### config.mk
export PLATFORM = sky130hd
export DESIGN_NAME = trigger_word_decoder
export DESIGN_NICKNAME = d
export VERILOG_FILES = /design/src/rtl/trigger_word_decoder.sv
export SDC_FILE = /design/constraint.sdc
export NUM_CORES = 1
export LEC_CHECK = 0
export CELL_PAD_IN_SITES_DETAIL_PLACEMENT = 1
export CELL_PAD_IN_SITES_GLOBAL_PLACEMENT = 1
export CORE_MARGIN = 2
export CORE_UTILIZATION = 37
export CTS_CLUSTER_SIZE = 20
export DETAILED_ROUTE_END_ITERATION = 7
export PLACE_DENSITY_LB_ADDON = 0.2
export SLEW_MARGIN = 30
export SYNTH_ARGS = -nofsm -noshare
export SYNTH_HDL_FRONTEND = slang
export SYNTH_SLANG_ARGS = --single-unit
### constraint.sdc
create_clock -name clock -period 2.3 [get_ports clock]
set_input_delay 0.46 -clock clock [delete_from_list [all_inputs] [get_ports clock]]
set_output_delay 0.46 -clock clock [all_outputs]
set_load 0.005 [all_outputs]
### src/rtl/trigger_word_decoder.sv
// trigger_word_decoder: aligns a 1:8 deserialized LVDS trigger stream and decodes the F0/81/88/AA code sequence.
// Optional error counter enabled by defining TRIGGER_WORD_DECODER_ERROR_COUNT_EN.
module trigger_word_decoder #(
   parameter int MAX_ERRORS = 4,
   parameter int ERR_WIDTH  = 16
) (
   input  logic                 clock,
   input  logic                 reset_n,
   input  logic [7:0]           word_in,
   output logic                 token_valid,
   output logic [1:0]           token,
   output logic                 sync,
   output logic                 seq_error,
   output logic                 code_error,
   output logic                 locked,
   output logic [2:0]           bit_offset,
   output logic [ERR_WIDTH-1:0] error_count
);
   typedef enum logic {HUNT, LOCKED} state_t;
   localparam logic [3:0] MAX_E = 4'(MAX_ERRORS);
   state_t      r_state, w_next_state;
   logic [7:0]  r_prev;
   logic [15:0] r_win;
   logic [1:0]  r_expected, w_expected, w_idx, w_token;
   logic [3:0]  r_cerr, w_cerr, w_cerr_inc;
   logic [15:0] w_shift;
   logic [7:0]  w_aligned;
   logic        w_hit, w_known, w_hunt, w_tv, w_sync, w_seq, w_code;
   logic [2:0]  w_hit_k, w_offset;
   assign w_hunt     = (r_state == HUNT);
   assign w_shift    = r_win << bit_offset;
   assign w_aligned  = w_shift[15:8];
   assign w_known    = (w_aligned == 8'hF0) || (w_aligned == 8'h81) || (w_aligned == 8'h88) || (w_aligned == 8'hAA);
   assign w_idx      = (w_aligned == 8'h81) ? 2'd1 : (w_aligned == 8'h88) ? 2'd2 : (w_aligned == 8'hAA) ? 2'd3 : 2'd0;
   assign w_cerr_inc = r_cerr + 4'd1;
   assign locked     = (r_state == LOCKED);
   // search every bit offset of the window for the sync code; descending loop leaves the lowest offset
   always_comb begin
      w_hit   = 1'b0;
      w_hit_k = 3'd0;
      for (int k = 7; k >= 0; k--) begin
         if (r_win[15-k -: 8] == 8'hF0) begin
            w_hit   = 1'b1;
            w_hit_k = 3'(k);
         end
      end
   end
   // state register
   always_ff @(posedge clock) begin
      if (!reset_n) r_state <= HUNT;
      else          r_state <= w_next_state;
   end
   // next state: lock on sync code, drop after too many consecutive bad codes
   always_comb begin
      w_next_state = w_hunt ? (w_hit ? LOCKED : HUNT) : ((w_code && w_cerr_inc >= MAX_E) ? HUNT : LOCKED);
   end
   // next values of pulses, token, sequence tracking and alignment
   always_comb begin
      w_tv       = w_hunt ? w_hit : w_known;
      w_token    = w_hunt ? (w_hit ? 2'd0 : token) : (w_known ? w_idx : token);
      w_sync     = w_tv && (w_token == 2'd0);
      w_seq      = !w_hunt && w_known && (w_idx != r_expected);
      w_code     = !w_hunt && (w_aligned != 8'h00) && !w_known;
      w_expected = w_hunt ? (w_hit ? 2'd1 : r_expected) : (w_known ? w_idx + 2'd1 : r_expected);
      w_cerr     = w_hunt ? (w_hit ? 4'd0 : r_cerr) : (w_known ? 4'd0 : (w_code ? w_cerr_inc : r_cerr));
      w_offset   = (w_hunt && w_hit) ? w_hit_k : bit_offset;
   end
   // window, tracking state and registered outputs
   always_ff @(posedge clock) begin
      if (!reset_n) begin
         r_prev      <= 8'h00;
         r_win       <= 16'h0000;
         r_expected  <= 2'd0;
         r_cerr      <= 4'd0;
         token_valid <= 1'b0;
         token       <= 2'd0;
         sync        <= 1'b0;
         seq_error   <= 1'b0;
         code_error  <= 1'b0;
         bit_offset  <= 3'd0;
      end else begin
         r_prev      <= word_in;
         r_win       <= {r_prev, word_in};
         r_expected  <= w_expected;
         r_cerr      <= w_cerr;
         token_valid <= w_tv;
         token       <= w_token;
         sync        <= w_sync;
         seq_error   <= w_seq;
         code_error  <= w_code;
         bit_offset  <= w_offset;
      end
   end
`ifdef TRIGGER_WORD_DECODER_ERROR_COUNT_EN
   logic [ERR_WIDTH-1:0] r_err_cnt;
   // saturating count of sequence and code errors
   always_ff @(posedge clock) begin
      if (!reset_n)                           r_err_cnt <= '0;
      else if ((w_seq || w_code) && !(&r_err_cnt)) r_err_cnt <= r_err_cnt + 1'b1;
   end
   assign error_count = r_err_cnt;
`else
   assign error_count = '0;
`endif
endmodule

==> results.toml <==
[detailed_routing]
vias_per_cell = 5.55
antenna_left = 0
first_iter_violations = 86
dr.pass1.iters = 4
vias = 2281
drt-total-wl_mm = 7.44
drcViolationCount = 0
wl_per_cell_um = 18.1

[clock_network]
cts_sinks = 32
path_clk_slew_ps = 80
h-tree-depth = 2
numCtsBuffers = 5
cts_tree = "built"
clk_latency_ps = 290
cts-root-buf = "clkbuf_8"
cts_buffer_depth = 2
cts_hold_buf = 0

[timing]
worst_slack_ps = -202
slew_violations = 0
whs_ps = 446
final.setup_skew_ps = 10.2
setup_viol = 13
hold_violations = 0
fmax_mhz = 400
setup_tns_ps = -1430
fin_crit_sh = 1.09
rsz0062_at_grt = "true"
timing.final.crit_period_ps = 2500

[synthesis]
synth_edf_count = 0
async_reset_ff_frac = 0
synth.distinct_cells = 59
synthCells = 263
yosysSeqAreaShare = 0.272
syn_avg_cell_area_um2 = 8.96
ys_ff_latch = 32
synth_warnings = 0
yosys_most_used_dff = "dfxtp_1"
syn_area_mm2 = 0.00236

[placed_design]
gp_congestion = 0.836
io_buffers = 19
place_hpwl_mm = 5.56
dp_slack_ps = -332
post-place-cells = 394

[setup_path]
path_delay_family = "multiplexers"
rr_startpoint = "bit_offset[2]"
required_ps = 2470
cp_num_buf_inv = 1
start_kind = "flop"
r2r_slack_ps = -200
crit_arrival_ps = 2670
path_class = "flop to flop"
critPathMaxStageDelay_ps = 520
rr_worst_depth = 8
cp-end-kind = "flop"
slowest_stage = "mux4_2"
cp_cell_sequence = "buf_4 > mux4_2 > mux2i_4 > a21bo_1 > or4_4 > and4b_1 > a31oi_1 > mux2i_1"
crit_fanout = 6
r2r_end = "r_cerr[2]"

[die]
row_count = 29
coreArea_mm2 = 0.00624
start_util = 0.378
io_pins = 36
die_h_um = 83.8
die_x_um = 83.8
die-area_mm2 = 0.00702

[global_route]
grt.overflow.total = 0
grt_pass1_wl_mm = 12.4
grt_usage = 0.220
grt_max_degree = 26
grt_pass1_vias = 2423
antenna_found_initial = 0

[layout]
nets = 344
drive_gt1_frac = 0.353
final_util = 0.518
antennaDiodeCount = 0
syn_to_final_growth_pct = 37.3
layout.cells.non_filler = 411

[pwr]
cellPowerDensity_mw_per_mm2 = 413
ir_drop_mv = 0.285
p_leak_nw = 1.27

[hold_path]
hp-start = "r_prev[0]"
holdPathStages = 1
min_to = "r_win[8]"
holdCritPathClass = "flop to flop"

[status]
status = "complete, but fails checks"
violations = "negative setup slack"

[job]
drv_cap = 0
[how the worst max path moves through the flow]
stage / depth (start not counted) / slack [ps] / end / startpoint
after CTS: 8 / -170 / r_cerr[2] / bit_offset[2]
after floorplan: 9 / -150 / r_cerr[1] / bit_offset[2]
after detailed placement: 7 / -330 / r_cerr[2] / bit_offset[1]
after global placement: 7 / -240 / r_cerr[2] / bit_offset[1]
after global routing: 7 / -280 / r_cerr[2] / bit_offset[1]
final: 8 / -200 / r_cerr[2] / bit_offset[2]
[power by group]
part           internal, W  switching [W]
registers         0.000567      0.0000186
logic             0.000101      0.0000866
clock network     0.000326       0.000236
[flip-flops by register name, summed over array words and instances, names as in the netlist]
name,count
r_prev,7
bit_offset,3
r_cerr,4
sync,1
code_error,1
token_valid,1
seq_error,1
r_win,9
locked,1
token,2
r_expected,2
[synth_stat cells, drive strengths merged, types with 3 or more instances]
master / number / share of area
dfxtp: 32 / 0.27
mux2: 8 / 0.040
a21oi: 7 / 0.015
nand2b: 7 / 0.019
mux4: 9 / 0.086
a31oi: 6 / 0.016
o211ai: 5 / 0.016
inv: 7 / 0.011
and2: 17 / 0.046
nor2b: 7 / 0.019
nand3: 10 / 0.021
o211a: 3 / 0.013
nand2: 21 / 0.033
clkbuf: 9 / 0.014
or2: 4 / 0.011
nand4: 9 / 0.024
o21ai: 11 / 0.025
buf: 26 / 0.081
mux2i: 17 / 0.079
nand3b: 5 / 0.016
nor3: 6 / 0.013
nor2: 3 / 0.0048
[cells by family after synthesis]
family	share of synthesized area
AO/OA/AOI/OAI	0.154
XOR/XNOR	0.00744
adder cells (fa/ha/maj)	0.00531
buffers and inverters	0.107
flip-flops	0.272
multiplexers	0.205
other	0.00159
AND/OR/NAND/NOR	0.248
[layer usage]
| metal | global-route usage | vias to the layer above | part of all wire |
|---|---|---|---|
| li1 | - | 1082 | - |
| met1 | 0.280 | 1135 | 0.44 |
| met2 | 0.378 | 52 | 0.51 |
| met3 | 0.0336 | 12 | 0.027 |
| met4 | 0.0792 | 0 | 0.021 |
| met5 | 0 | - | 0 |
[stage by stage]
stage               instance area [um2]  power [W]
floorplan                          2450   0.000709
global placement                   2930   0.000769
detailed placement                 2930   0.000776
CTS                                3150    0.00134
global route                       3240    0.00140
finish                             3240    0.00134
[placed cells by master, fill, tap and decap left out, types with 4 or more instances in the layout]
| cell type | count |
|---|---|
| dfxtp_1 | 30 |
| mux4_2 | 9 |
| nand3b_1 | 5 |
| buf_6 | 6 |
| nand4_1 | 9 |
| o21ai_0 | 7 |
| nand2_1 | 20 |
| nor3_1 | 5 |
| buf_4 | 57 |
| nand3_1 | 8 |
| nand2b_1 | 7 |
| o211ai_1 | 5 |
| a31oi_1 | 6 |
| mux2_4 | 4 |
| clkbuf_8 | 5 |
| and2_1 | 16 |
| nor2b_1 | 6 |
| inv_1 | 5 |
| clkdlybuf4s50_1 | 19 |
| mux2_2 | 4 |
| mux2i_1 | 14 |
| conb_1 | 16 |
[what timing repair did]
item / 4_1_cts / 5_1_grt
buffers inserted: 6 / 3
pin swaps: 8 / 3
endpoints found under the setup margin: 13 / 15
hold endpoints to repair: 0 / 0
resized for setup: 17 / 16
[final cells by class]
class | instances | area (um2)
multi-input cells | 204 | 1640
flip-flops and latches | 32 | 648
fillers | 731 | 3010
clock inverters | 3 | 46.3
repair buffers | 83 | 706
inverters | 7 | 30.0
clock buffers | 5 | 68.8
well taps | 77 | 96.3
Note: power is estimated with default switching activity, not from simulation.
